**src/rtl/npc_gen_if.sv**
```systemverilog
// Program-counter control bus: control-flow events in, next fetch address and status out.
interface npc_gen_if;
  logic [31:0] pc;
  logic        stall;
  logic        br_taken;
  logic [31:0] br_target;
  logic        jump;
  logic [31:0] jump_target;
  logic        excp;
  logic [31:0] newPC;
  logic        pending;
  logic        addr_err;

  modport master (
    output pc, stall, br_taken, br_target, jump, jump_target, excp,
    input  newPC, pending, addr_err
  );

  modport slave (
    input  pc, stall, br_taken, br_target, jump, jump_target, excp,
    output newPC, pending, addr_err
  );
endinterface

```
**src/rtl/npc_gen.sv**
```systemverilog
// Next-PC generator: picks the next fetch address and buffers redirects that arrive while stalled.
// Optional macro NPC_DELAY_SLOT_EN adds MIPS branch-delay-slot sequencing via a SLOT state.
module npc_gen #(
  parameter logic [31:0] RESET_VECTOR = 32'h0000_0000,
  parameter logic [31:0] EXC_VECTOR   = 32'h8000_0180
) (
  input  logic       clk,
  input  logic       reset,
  npc_gen_if.slave   bus
);

  typedef enum logic [1:0] {RUN, PEND, SLOT} state_t;

  state_t      state_q;
  logic [31:0] tgt_q;
  logic        addr_err_q;

  logic        req;
  logic [31:0] req_raw;
  logic [31:0] req_tgt;
  logic        misaligned;
  logic        accept;
  logic [31:0] pc_plus4;
  logic [31:0] next_pc;

  // Jump beats branch; targets are word-aligned before use or storage.
  assign req        = bus.jump | bus.br_taken;
  assign req_raw    = bus.jump ? bus.jump_target : bus.br_target;
  assign req_tgt    = {req_raw[31:2], 2'b00};
  assign misaligned = |req_raw[1:0];
  assign accept     = req & ~bus.excp & (state_q == RUN);
  assign pc_plus4   = bus.pc + 32'd4;

  always_comb begin
    next_pc = pc_plus4;
    if (reset) begin
      next_pc = RESET_VECTOR;
    end else if (bus.excp) begin
      next_pc = EXC_VECTOR;
    end else if (bus.stall) begin
      next_pc = bus.pc;
    end else begin
      case (state_q)
`ifdef NPC_DELAY_SLOT_EN
        PEND:    next_pc = pc_plus4;
`else
        PEND:    next_pc = tgt_q;
`endif
        SLOT:    next_pc = tgt_q;
        default: begin
`ifdef NPC_DELAY_SLOT_EN
          next_pc = pc_plus4;
`else
          if (req) next_pc = req_tgt;
`endif
        end
      endcase
    end
  end

  // Requests arriving outside RUN are wrong-path and dropped; the buffered target wins.
  always_ff @(posedge clk) begin
    if (reset) begin
      state_q    <= RUN;
      tgt_q      <= '0;
      addr_err_q <= 1'b0;
    end else begin
      addr_err_q <= accept & misaligned;
      if (bus.excp) begin
        state_q <= RUN;
      end else begin
        case (state_q)
          RUN: begin
            if (req) begin
              tgt_q <= req_tgt;
`ifdef NPC_DELAY_SLOT_EN
              state_q <= bus.stall ? PEND : SLOT;
`else
              if (bus.stall) state_q <= PEND;
`endif
            end
          end
          PEND: begin
`ifdef NPC_DELAY_SLOT_EN
            if (!bus.stall) state_q <= SLOT;
`else
            if (!bus.stall) state_q <= RUN;
`endif
          end
          SLOT: begin
            if (!bus.stall) state_q <= RUN;
          end
          default: state_q <= RUN;
        endcase
      end
    end
  end

  assign bus.newPC    = next_pc;
  assign bus.pending  = (state_q == PEND);
  assign bus.addr_err = addr_err_q;

endmodule

```
**src/flat_wrapper.sv**
```systemverilog
// flat-port wrapper written by rule: the top's interface ports become plain ports
module npc_gen_flat 
#(
  parameter logic [31:0] RESET_VECTOR = 32'h0000_0000,
  parameter logic [31:0] EXC_VECTOR   = 32'h8000_0180
)
  (clk, reset, bus_pc, bus_stall, bus_br_taken, bus_br_target, bus_jump, bus_jump_target, bus_excp, bus_newPC, bus_pending, bus_addr_err);
  npc_gen_if bus_i ();
  input  logic clk;
  input  logic reset;
  input wire logic [$bits(bus_i.pc)-1:0] bus_pc;
  input wire logic [$bits(bus_i.stall)-1:0] bus_stall;
  input wire logic [$bits(bus_i.br_taken)-1:0] bus_br_taken;
  input wire logic [$bits(bus_i.br_target)-1:0] bus_br_target;
  input wire logic [$bits(bus_i.jump)-1:0] bus_jump;
  input wire logic [$bits(bus_i.jump_target)-1:0] bus_jump_target;
  input wire logic [$bits(bus_i.excp)-1:0] bus_excp;
  output wire logic [$bits(bus_i.newPC)-1:0] bus_newPC;
  output wire logic [$bits(bus_i.pending)-1:0] bus_pending;
  output wire logic [$bits(bus_i.addr_err)-1:0] bus_addr_err;
  assign bus_i.pc = bus_pc;
  assign bus_i.stall = bus_stall;
  assign bus_i.br_taken = bus_br_taken;
  assign bus_i.br_target = bus_br_target;
  assign bus_i.jump = bus_jump;
  assign bus_i.jump_target = bus_jump_target;
  assign bus_i.excp = bus_excp;
  assign bus_newPC = bus_i.newPC;
  assign bus_pending = bus_i.pending;
  assign bus_addr_err = bus_i.addr_err;
  npc_gen #(.RESET_VECTOR(RESET_VECTOR), .EXC_VECTOR(EXC_VECTOR)) u_core (.clk(clk), .reset(reset), .bus(bus_i));
endmodule
```
**config.mk**
```make
export PLATFORM = sky130hd
export DESIGN_NAME = npc_gen_flat
export DESIGN_NICKNAME = d
export VERILOG_FILES = /design/src/rtl/npc_gen_if.sv /design/src/rtl/npc_gen.sv /design/src/flat_wrapper.sv
export SDC_FILE = /design/constraint.sdc
export NUM_CORES = 1
export LEC_CHECK = 0
export BUFFER_PORTS_ARGS = -buffer_cell sky130_fd_sc_hd__buf_2
export CAP_MARGIN = 30
export CORE_ASPECT_RATIO = 1.2
export CORE_UTILIZATION = 41
export DETAILED_ROUTE_END_ITERATION = 16
export GPL_ROUTABILITY_DRIVEN = 1
export PLACE_DENSITY = 0.74
export REMOVE_ABC_BUFFERS = 1
export SLEW_MARGIN = 20
export SYNTH_ARGS = -nofsm -noshare
export SYNTH_HDL_FRONTEND = slang
export SYNTH_SLANG_ARGS = --single-unit
```
**constraint.sdc**
```tcl
create_clock -name clk -period 2.87 [get_ports clk]
set_clock_uncertainty 0.2 [all_clocks]
set_input_delay 0.287 -clock clk [delete_from_list [all_inputs] [get_ports clk]]
set_output_delay 0.287 -clock clk [all_outputs]
set_load 0.005 [all_outputs]
```
==> impl_metrics.ini, run 1 <==
[run_status]
status = completed

[pwr]
finalPower_w = 0.00132
powerDensity_nw_per_um2 = 334
ir_drop_mv = 0.195
leakagePower_nw = 1.73

[clocking]
cts.clk_slew.worst_paths_ns = 0.07
clockBufferDepth = 2
cts_buffers = 5
cts_setup_buffers = 0
hold_buffers = 0
cts_tree = yes
clock_latency_ns = 0.29
cts.sinks = 32
htree_levels = 2
root_buffer = clkbuf_8
cts.repair.resized = 0

[die]
fp.dieH_um = 96.3
initial_core_util_pct = 42.0
core-area_um2 = 7230
die_area_um2 = 7760
die_w_um = 80.6
row_count = 34
pin_count = 136

[setup_path]
reg2reg_from = u_core.state_q[0]$_SDFFE_PP0P_
ff2ff_setup_slack_ns = 0.96
cp.required_ns = 2.38
crit_type = in -> out
crit_fanout = 6
r2r_end = u_core.tgt_q[22]$_SDFFE_PP0P_
cp.arrival_ns = 2.18
r2r_cells = 7
setup.worst_path.end_class = output pin
start_kind = input port

[logic_synthesis]
yosysUniqueCellTypes = 52
ys_top_cells_by_area = dfxtp_1 21%, nor2_1 7.4%, o21ai_0 7.1%
synth_area_um2 = 3040
yosysTopAreaCellShare_pct = 21.1
yosysWarningCount = 0
ys_seq_area_share_pct = 21.1
synth-edff-count = 0
async_flop_share_pct = 0
yosys_most_used_dff = dfxtp_1
synthCells = 442
avgSynthCellArea_um2 = 6.87
synth-seq-cells = 32
synth_top_area_cell = dfxtp_1

[timing]
timing.setup.tns_ns = 0
final_hold_viol_count = 0
drv_slew = 0
worst_pin_slew_ns = 0.494
slew_headroom_pct = 66.8
period_minus_slack_ns = 2.66
setup_viol = 0
max_freq_mhz = 376
period_share_pct = 92.8
rsz0062_at_grt = no

[routing]
post_drt_wl_per_cell_um = 16.3
final_antenna_net_count = 0
remaining_drc_errors = 0
drt_iter0_drc = 335
vias = 3959
vias_per_cell = 6.01
finalWirelength_mm = 10.8
first_pass_iters = 7

[hold_path]
hold_class = in -> reg
min_to = u_core.bus.addr_err$_SDFF_PP0_
hp-start = bus_jump_target[1]
holdPathStages = 3

[finish]
drive_above_1_share_pct = 32.0
area_growth_syn_to_layout_pct = 29.9
fillCellCount = 739
antenna_cells = 0
layout.nets = 671

[global_routing]
grt_max_degree = 35
grt_pass1_wl_mm = 16.5
grt_pass1_vias = 3368
antenna_found_initial = 0
grt_util_all_layers_pct = 27.7
gr-total-overflow = 0

[placed_design]
hpwlAfterDp_mm = 8.13
gp_congestion = 0.929
numPortBuffers = 135

[job]
drv_cap = 0
[state kept, by name (all words and copies together) (netlist names)]
name and flops:
u_core.bus.addr_err 1, u_core.state_q 1, u_core.tgt_q 30
[power breakdown]
part	switching (W)	internal [W]
sequential	0.0000181	0.000481
clock	0.000174	0.000196
combinational	0.000252	0.000195
total	0.000445	0.000871
[Yosys cell counts, types with 2 or more instances]
master	count
xor2_1	2
mux2_2	6
o311ai_0	6
a22o_1	4
and4_1	2
a31oi_1	7
or3_1	2
or2_2	4
or4_1	2
nand3_1	14
a22oi_1	6
dfxtp_1	32
o221a_2	2
nor2b_1	6
a221o_1	4
a31o_2	3
buf_1	5
a21oi_1	22
clkbuf_1	30
nand4_1	9
nor3_1	30
a221oi_1	8
o211a_1	2
nor2_1	60
buf_2	4
o21a_1	2
inv_1	7
nor4_1	4
nand2_1	31
a211oi_1	21
nor3b_1	5
o21ai_0	43
o2bb2ai_1	3
mux2i_1	20
and3_1	6
o211ai_1	6
o221ai_1	3
o22ai_1	4
and2_1	2
[kinds of logic (layout without fill, tap and decap cells)]
group	Yosys count	after routing	share of synthesized area [%]
and+or+nand+nor	181	181	29.1
AOI/OAI and AO/OA	153	153	34.1
buffers and inverters	47	174	5.97
DFF	32	32	21.1
muxes	26	26	8.81
xor gates and xnor gates	2	2	0.577
adders and majority gates	1	1	0.412
[metrics by stage]
stage                     hold WS, ns  util, %  instance area (µm²)  worst slack (ns)  instances
after global placement          0.268     53.3                 3850             0.246        651
after detailed placement        0.280     53.3                 3850             0.219        651
final                           0.106     54.6                 3950             0.208        659
after CTS                       0.117     54.6                 3950             0.217        659
after floorplan                 0.159        -                 2890            -0.276        403
after global routing            0.138     54.6                 3950            0.0478        659
[per-layer routing]
metal | routed length [µm] | global-route usage [%] | vias to the layer above
li1 | - | - | 1932
met1 | 4420 | 34.7 | 1812
met2 | 5200 | 45.8 | 181
met3 | 747 | 4.08 | 34
met4 | 399 | 14.0 | 0
met5 | 0 | 0 | -
[how the worst max path moves through the flow]
stage | startpoint | to | cells past startpoint
floorplan | u_core.state_q[0]$_SDFFE_PP0P_ | u_core.tgt_q[3]$_SDFFE_PP0P_ | 4
global placement | bus_pc[2] | bus_newPC[24] | 8
detailed placement | bus_pc[2] | bus_newPC[24] | 8
CTS | bus_pc[2] | bus_newPC[24] | 8
global route | bus_pc[2] | bus_newPC[26] | 9
finish | bus_pc[2] | bus_newPC[24] | 8
[layout by cell type, fill, tap and decap left out, types with 7 or more instances in the layout]
cell	instances
nand2_1	31
nand4_1	9
o21ai_0	43
buf_4	23
mux2i_1	20
nor3_1	30
a31oi_1	7
a211oi_1	21
inv_1	7
a21oi_1	22
nand3_1	14
dfxtp_1	32
buf_2	135
a221oi_1	8
nor2_1	59
[worst max-delay path: stages]
cell	delay [ns]
buf_2	0.13
ha_1	0.20
nand4_1	0.12
or4_1	0.62
or3_1	0.35
a21oi_1	0.16
o221a_2	0.20
buf_2	0.10
[final cells by class]
class / count / area [µm²] / share of cell area [%]
sequential: 32 / 641 / 16.2
tap: 90 / 113 / 2.85
timing repair buffer: 158 / 848 / 21.5
clock buffer: 8 / 90.1 / 2.28
inverter: 8 / 30.0 / 0.761
multi-input combinational: 363 / 2220 / 56.4
Power figures use the tool's default switching activity.
==> run 2, diff against run 1 <==
Settings changed: SETUP_SLACK_MARGIN set to 0.3.
==> impl_metrics.ini, run 2 (synthesis gave the netlist of run 1 again) <==
[timing]
period_share_pct = 87.0
setup_viol = 0
drv_slew = 0
period_minus_slack_ns = 2.50
max_freq_mhz = 400
slew_headroom_pct = 67.6
holdWs_ns = 0.110
worst_pin_slew_ns = 0.484
setup_ws_ns = 0.372
final_hold_viol_count = 0
rsz0062_at_grt = no

[finish]
largest_reg_flops = 30
layout_common_cells = 132 x buf_2, 59 x nor2_1, 43 x o21ai_0
area_growth_syn_to_layout_pct = 33.9
drive_above_1_share_pct = 34.4
final_core_util_pct = 56.3
regMostFlops = u_core.tgt_q
final_area_um2 = 4070
mostFrequentLayoutCell = buf_2
layout.nets = 674
antenna_cells = 0

[setup_path]
cpPeakStageDelay_ns = 0.59
reg2reg_from = u_core.state_q[0]$_SDFFE_PP0P_
crit_fanout = 6
r2r_cells = 7
crit_type = in -> out
setup.worst_path.end_class = output pin
worstPathCellList = buf_8, ha_4, nand4_1, or4_4, or3_4, a21oi_2, o221a_2, buf_6
ff2ff_setup_slack_ns = 1.02
cp.arrival_ns = 2.01
cpMaxStageDelayCell = or4_4
cp.required_ns = 2.38
start_kind = input port
r2r_end = u_core.tgt_q[26]$_SDFFE_PP0P_

[routing]
wl_met1_mm = 4.30
post_drt_wl_per_cell_um = 16.4
first_pass_iters = 5
final_antenna_net_count = 0
remaining_drc_errors = 0
vias = 3997
met2WireLength_mm = 5.23
vias_per_cell = 6.04
drt_iter0_drc = 478
finalWirelength_mm = 10.9
dr.max_layer_used = met4
wl_met3_um = 916

[die]
fp.dieH_um = 96.3
initial_core_util_pct = 42.0
core-area_um2 = 7230
die_area_um2 = 7760
pin_count = 136
row_count = 34
die_w_um = 80.6

[global_routing]
grt_pass1_wl_mm = 16.6
grt_pass1_vias = 3374
grt_max_degree = 35
grt_util_all_layers_pct = 27.7
antenna_found_initial = 0
gr-total-overflow = 0

[pwr]
leakagePower_nw = 1.77
powerDensity_nw_per_um2 = 327
ir_drop_mv = 0.195

[clocking]
cts.clk_slew.worst_paths_ns = 0.06
cts_tree = yes
clock_latency_ns = 0.29
cts_buffers = 5
htree_levels = 2
hold_buffers = 0
root_buffer = clkbuf_8
clockBufferDepth = 2
cts.sinks = 32

[placed_design]
numPortBuffers = 135
hpwlAfterDp_mm = 8.13
gp_congestion = 0.929
pre_cts_ws_ns = 0.219
place_area_um2 = 3850

[job]
drv_cap = 0

[run_status]
status = completed

[hold_path]
hp-start = bus_jump_target[1]
holdPathStages = 3
min_to = u_core.bus.addr_err$_SDFF_PP0_
hold_class = in -> reg
[run 2: worst max-delay path by stage]
stage                                        start                            to  slack, ns  depth (start not counted)
floorplan           u_core.state_q[0]$_SDFFE_PP0P_  u_core.tgt_q[3]$_SDFFE_PP0P_      -0.28                          4
global placement                         bus_pc[2]                 bus_newPC[24]       0.25                          8
detailed placement                       bus_pc[2]                 bus_newPC[24]       0.22                          8
CTS                                      bus_pc[2]                 bus_newPC[10]       0.31                          9
global route                              bus_jump                 bus_newPC[13]       0.27                          7
finish                                   bus_pc[2]                 bus_newPC[24]       0.37                          8
[run 2: critical path: cells and delay by family]
kind | cells | cell delay, ns
adder cells (fa/ha/maj) | 1 | 0.13
buffers and inverters | 2 | 0.17
AO/OA/AOI/OAI | 2 | 0.33
AND/OR/NAND/NOR | 3 | 1.09
[run 2: cell type report]
type	instances	area (µm²)
Clock buffer	8	90.1
Timing Repair Buffer	161	905
Fill cell	714	3160
Tap cell	90	113
Multi-Input combinational cell	363	2290
Inverter	8	30.0
Sequential cell	32	642
[run 2: per-layer routing]
layer | global-route usage, % | up-vias
li1 | - | 1935
met1 | 34.6 | 1797
met2 | 46.0 | 220
met3 | 4.17 | 45
met4 | 13.8 | 0
met5 | 0 | -
[run 2: what timing repair did]
| action | 4_1_cts | 5_1_grt |
|---|---|---|
| endpoints found under the setup margin | 3 | 15 |
| hold endpoints to repair | 0 | 0 |
| buffers inserted | 0 | 3 |
| resized for setup | 3 | 24 |
| pin swaps | 1 | 5 |
[run 2: through the flow]
| stage | setup TNS (ns) | power, W | std cells |
|---|---|---|---|
| floorplan | -6.47 | 0.000718 | 403 |
| global placement | 0 | 0.000938 | 651 |
| finish | 0 | 0.00133 | 662 |
| CTS | 0 | 0.00132 | 659 |
| detailed placement | 0 | 0.000951 | 651 |
| global route | 0 | 0.00141 | 662 |
[run 2: power by group]
| group | internal (W) | leakage, nW | total [W] | switching, W |
|---|---|---|---|---|
| logic | 0.000205 | 1.46 | 0.000463 | 0.000258 |
| registers | 0.000481 | 0.265 | 0.000499 | 0.0000182 |
| clock network | 0.000196 | 0.0455 | 0.000368 | 0.000172 |
